## src/rtl/averager_accumulator.sv

```systemverilog
// Read-modify-write accumulation stage: adds each signed sample into a running
// sum held in dual-port BRAM, with stage-2/stage-3 forwarding for back-to-back hits.
module averager_accumulator #(
    parameter int DATA_WIDTH = 14,
    parameter int ACC_WIDTH  = 32,
    parameter int ADDR_WIDTH = 15
) (
    input  logic                  clk,
    input  logic                  resetn,
    input  logic                  s_valid,
    input  logic [DATA_WIDTH-1:0] s_data,
    input  logic [ADDR_WIDTH-1:0] s_addr,
    input  logic                  s_first,
    output logic [ADDR_WIDTH-1:0] bram_rd_addr,
    input  logic [ACC_WIDTH-1:0]  bram_rd_data,
    output logic [ADDR_WIDTH-1:0] bram_wr_addr,
    output logic [ACC_WIDTH-1:0]  bram_wr_data,
    output logic [3:0]            bram_we,
    output logic                  busy
);

    localparam int WORD_WIDTH = ADDR_WIDTH - 2;

    logic                  s1_valid_r;
    logic [DATA_WIDTH-1:0] s1_data_r;
    logic [WORD_WIDTH-1:0] s1_word_r;
    logic                  s1_first_r;

    logic                  s2_valid_r;
    logic [WORD_WIDTH-1:0] s2_word_r;
    logic [ACC_WIDTH-1:0]  s2_sum_r;
    logic [3:0]            bram_we_r;

    logic                  s3_valid_r;
    logic [WORD_WIDTH-1:0] s3_word_r;
    logic [ACC_WIDTH-1:0]  s3_sum_r;

    logic                  busy_r;

    logic [ACC_WIDTH-1:0]  sample_ext_s;
    logic [ACC_WIDTH-1:0]  operand_s;
    logic [ACC_WIDTH-1:0]  base_s;
    logic [ACC_WIDTH-1:0]  sum_s;

    assign bram_rd_addr = s_addr;
    assign bram_wr_addr = {s2_word_r, 2'b00};
    assign bram_wr_data = s2_sum_r;
    assign bram_we      = bram_we_r;
    assign busy         = busy_r;

    // Stage 1 capture: sample, word index and overwrite flag
    always_ff @(posedge clk or negedge resetn) begin
        if (!resetn) begin
            s1_valid_r <= 1'b0;
            s1_data_r  <= {DATA_WIDTH{1'b0}};
            s1_word_r  <= {WORD_WIDTH{1'b0}};
            s1_first_r <= 1'b0;
        end else begin
            s1_valid_r <= s_valid;
            if (s_valid) begin
                s1_data_r  <= s_data;
                s1_word_r  <= s_addr[ADDR_WIDTH-1:2];
                s1_first_r <= s_first;
            end
        end
    end

    // Operand selection with forwarding, then add or overwrite
    always_comb begin
        sample_ext_s = ACC_WIDTH'($signed(s1_data_r));
        operand_s    = bram_rd_data;
        base_s       = {ACC_WIDTH{1'b0}};
        // Youngest in-flight write to the same word wins over older data and BRAM
        if (s2_valid_r && (s2_word_r == s1_word_r)) begin
            operand_s = s2_sum_r;
        end else if (s3_valid_r && (s3_word_r == s1_word_r)) begin
            operand_s = s3_sum_r;
        end else begin
            operand_s = bram_rd_data;
        end
        if (s1_first_r) begin
            base_s = {ACC_WIDTH{1'b0}};
        end else begin
            base_s = operand_s;
        end
        sum_s = base_s + sample_ext_s;
    end

    // Stage 2: write-back registers driving BRAM port B
    always_ff @(posedge clk or negedge resetn) begin
        if (!resetn) begin
            s2_valid_r <= 1'b0;
            s2_word_r  <= {WORD_WIDTH{1'b0}};
            s2_sum_r   <= {ACC_WIDTH{1'b0}};
            bram_we_r  <= 4'h0;
        end else begin
            s2_valid_r <= s1_valid_r;
            bram_we_r  <= s1_valid_r ? 4'hF : 4'h0;
            if (s1_valid_r) begin
                s2_word_r <= s1_word_r;
                s2_sum_r  <= sum_s;
            end
        end
    end

    // Stage 3: history of the write issued last cycle, covers BRAM write-to-read gap
    always_ff @(posedge clk or negedge resetn) begin
        if (!resetn) begin
            s3_valid_r <= 1'b0;
            s3_word_r  <= {WORD_WIDTH{1'b0}};
            s3_sum_r   <= {ACC_WIDTH{1'b0}};
        end else begin
            s3_valid_r <= s2_valid_r;
            if (s2_valid_r) begin
                s3_word_r <= s2_word_r;
                s3_sum_r  <= s2_sum_r;
            end
        end
    end

    // Busy mirrors the next-cycle occupancy of stages 1..3
    always_ff @(posedge clk or negedge resetn) begin
        if (!resetn) begin
            busy_r <= 1'b0;
        end else begin
            busy_r <= s_valid | s1_valid_r | s2_valid_r;
        end
    end

endmodule
```

## config.mk

```make
export PLATFORM = sky130hd
export DESIGN_NAME = averager_accumulator
export DESIGN_NICKNAME = d
export VERILOG_FILES = /design/src/rtl/averager_accumulator.sv
export SDC_FILE = /design/constraint.sdc
export NUM_CORES = 1
export LEC_CHECK = 0
export ABC_AREA = 1
export CORE_MARGIN = 2
export CORE_UTILIZATION = 51
export DETAILED_ROUTE_END_ITERATION = 7
export PLACE_DENSITY = 0.77
export SYNTH_ARGS = -nofsm -noshare
export SYNTH_HDL_FRONTEND = slang
export SYNTH_SLANG_ARGS = --single-unit
```

## constraint.sdc

```tcl
create_clock -name clk -period 4.7 [get_ports clk]
set_input_delay 0.47 -clock clk [delete_from_list [all_inputs] [get_ports clk]]
set_output_delay 0.47 -clock clk [all_outputs]
set_load 0.005 [all_outputs]
```

==> flow_summary_export.csv <==
group,metric,value,unit
sta,fin_ws,901,ps
floorplan,die_w,127,um
cts,cts_setup_buffers,0,
cts,clock_path_buffers,2,
logic_synthesis,ys_ff_latch,122,
global_route,grtUsageMet2,43.5,%
power_and_ir_drop,p_per_area,387,nW/um2
placed_design,gp_congestion,0.977,
logic_synthesis,synth-main-ff-cell,"dfrtp_1",
logic_synthesis,synth_seq_area_share,39.6,%
worst_setup_path,cp_max_fo,19,
logic_synthesis,synth.area.top_cells,"dfrtp_1, nand2_1, o21ai_0, mux2_2, ha_1",
logic_synthesis,synth_top_area_share,39.6,%
logic_synthesis,synth_cell_types,44,
placed_design,dp_worst_setup_slack,1000,ps
logic_synthesis,synth_top_family_by_area,"simple AND/OR/NAND/NOR gates",
logic_synthesis,syn_inst,968,
worst_setup_path,end_kind,"flip-flop",
cts,cts_tree,"built",
floorplan,rows,44,
hold_path,hold_path.class,"primary input to async pin",
cts,cts_buffers,17,
logic_synthesis,yosysWarnings,0,
sta,finalHoldViolCount,0,
floorplan,core_area,14600,um2
drt,drcViolationCount,0,
global_route,grt_pass1_wl,33.7,mm
layout,diodes,0,
placed_design,port_buffers,125,
floorplan,die_area,16100,um2
worst_setup_path,crit_arrival,4110,ps
layout,drive_gt1_share,12.0,%
floorplan,num_io_pins,132,
global_route,grt_max_degree,66,
cts,insertion_delay,430,ps
drt,drt-initial-drc-count,482,
floorplan,chipHeight,127,um
drt,routed_via_density,5.50,
worst_setup_path,path_cells,"inv_2 > nand2_1 > nand2_1 > nor2_1 > nand2_1 > nor2_2 > nand2_2 > buf_4 > mux2i_1 > a21oi_1 > ha_1 > nand2_1 > o21ai_0 > a21oi_2 > inv_1 > nand2_1 > nand2_1 > nand3_1 > nand2_1 > nand2_1 > nand3_1 > nand2_1",
sta,drv_slew,0,
floorplan,start_util,52.6,%
run_status,status,"finished, final reports clean",
sta,fin_setup_tns,0,ps
layout,areaGrowthSynthToFinish,23.9,%
layout,nets,1165,
power_and_ir_drop,p_leak,4.54,nW
logic_synthesis,synth_simple_gate_area_share,21.0,%
global_route,grt_pass1_vias,6853,
worst_setup_path,crit_path_frequent_cell,"nand2_1",
global_route,grt_antenna_before_repair,0,
global_route,met1_usage,34.5,%
worst_setup_path,regToRegStartpoint,"s1_word_r[10]",
worst_setup_path,crit_path_top_delay_cell,"nand2_2",
cts,root_buffer,"clkbuf_16",
drt,totalWireLength,20.4,mm
global_route,gr-max-usage-layer,"met2",
run,cap_violations,0,
worst_setup_path,critical_path_class,"flip-flop to flip-flop",
worst_setup_path,cp_top_family,"simple AND/OR/NAND/NOR gates",
logic_synthesis,synth_edf_count,0,
sta,min_period_over_period,80.8,%
drt,vias,6957,
sta,min_period,3800,ps
sta,relSlewSlack,40.6,%
worst_setup_path,critical_path_buf_inv_count,3,
worst_setup_path,max_stage_delay,420,ps
cts,htree_levels,4,
worst_setup_path,required,5020,ps
logic_synthesis,netlist_area,7710,um2
sta,fmax,263,MHz
drt,drt-wirelength-per-cell,16.1,um
cts,cts_resized,0,
logic_synthesis,synth-compound-area-share,14.6,%
global_route,grt_util_met3,5.86,%
worst_setup_path,cp-startpoint,"s1_word_r[10]",
logic_synthesis,synthAdderAreaFrac,5.29,%
sta,setup_viol,0,
power_and_ir_drop,worst_ir_drop_vdd,0.000355,V
global_route,track_usage,26.2,%
cts,clk_pin_slew,60,ps
logic_synthesis,synthMuxAreaShare,10.5,%
sta,tightest_slew,891,ps
power_and_ir_drop,finalPower,0.00369,W
sta,worst_clock_skew,8.42,ps
worst_setup_path,critPathLaunchType,"flip-flop",
cts,ctsHoldBuffers,1,
logic_synthesis,async_flop_share,100,%
global_route,grt_overflow,0,
logic_synthesis,yosys.area.top_type,"dfrtp_1",
logic_synthesis,synth_xor_xnor_area_share,1.25,%
placed_design,place_hpwl,14.5,mm
drt,detail-route-antenna-nets,0,
sta,rsz0062_at_grt,"false",
logic_synthesis,syn_avg_cell_area,7.96,um2
drt,drtPass1Iterations,5,
cts,cts_sinks,122,
layer usage:
metal	up-vias	routed length, um
li1	3409	-
met1	3274	9190
met2	240	9690
met3	34	1200
met4	0	325
met5	-	0
per-stage QoR:
step / util, % / instance area (um2) / hold slack [ps] / instances
2_1_floorplan: - / 7710 / 174 / 969
3_3_place_gp: 61.1 / 8940 / 381 / 1232
3_5_place_dp: 61.1 / 8940 / 389 / 1232
4_1_cts: 65.2 / 9550 / 478 / 1265
5_1_grt: 65.2 / 9550 / 499 / 1265
6_report: 65.2 / 9550 / 478 / 1265
state kept, by name, summed over array words and instances, names as in the netlist:
name / flops
s3_sum_r: 32
s3_valid_r: 1
s2_word_r: 13
s1_data_r: 14
bram_we: 1
s3_word_r: 13
s1_first_r: 1
busy: 1
bram_wr_data: 32
s1_word_r: 13
s1_valid_r: 1
cell type report:
class	instances	area (um2)
clock buffer	19	453
clock inverter	13	144
fill	1279	5100
inverter	75	282
multi-input combinational	717	4060
sequential	122	3050
tap	184	230
timing repair buffer	135	1320
placed cells by master, fill, tap and decap left out, types with 9 or more instances in the layout:
cell type | synthesis | final
clkdlybuf4s50_1 | 0 | 123
nand2_2 | 10 | 10
nand3_1 | 35 | 35
o21ai_0 | 103 | 103
inv_2 | 15 | 15
a21oi_1 | 70 | 70
clkbuf_16 | 0 | 17
mux2_2 | 44 | 44
ha_1 | 31 | 31
nand2_1 | 260 | 260
buf_4 | 25 | 10
mux2i_1 | 31 | 31
nor2_1 | 55 | 55
inv_1 | 60 | 60
o21ai_1 | 9 | 9
dfrtp_1 | 122 | 121
xnor2_1 | 9 | 9
nor3_1 | 9 | 9
final timing paths:
check	to	slack (ps)	cells after the start
max reg2reg	bram_wr_data[27]	900	22
max in group asynchronous	bram_we[2]	3200	3
min in group clk	s3_sum_r[30]	500	1
max	bram_wr_data[27]	900	22
min reg2reg	s3_sum_r[30]	500	1
min	s3_word_r[8]	480	2
cells by family after synthesis:
logic type	Yosys count
mux	75
simple gates	391
xor+xnor	11
flops	122
buf+inv	130
fa+ha+maj	32
other cells	1
compound gates	206
Yosys cell counts, types with 4 or more instances:
cell	number
a21oi_1	70
buf_2	4
buf_4	25
clkbuf_1	24
dfrtp_1	122
ha_1	31
inv_1	60
inv_2	15
mux2_2	44
mux2i_1	31
nand2_1	260
nand2_2	10
nand3_1	35
nand3b_1	5
nand4_1	5
nor2_1	55
nor3_1	9
o21a_1	5
o21ai_0	103
o21ai_1	9
xnor2_1	9
power breakdown:
part / internal [W] / switching, W
combinational: 0.000473 / 0.000499
sequential: 0.00124 / 0.000160
clock: 0.000810 / 0.000507
total: 0.00252 / 0.00117
(Power assumes the default switching activity.)
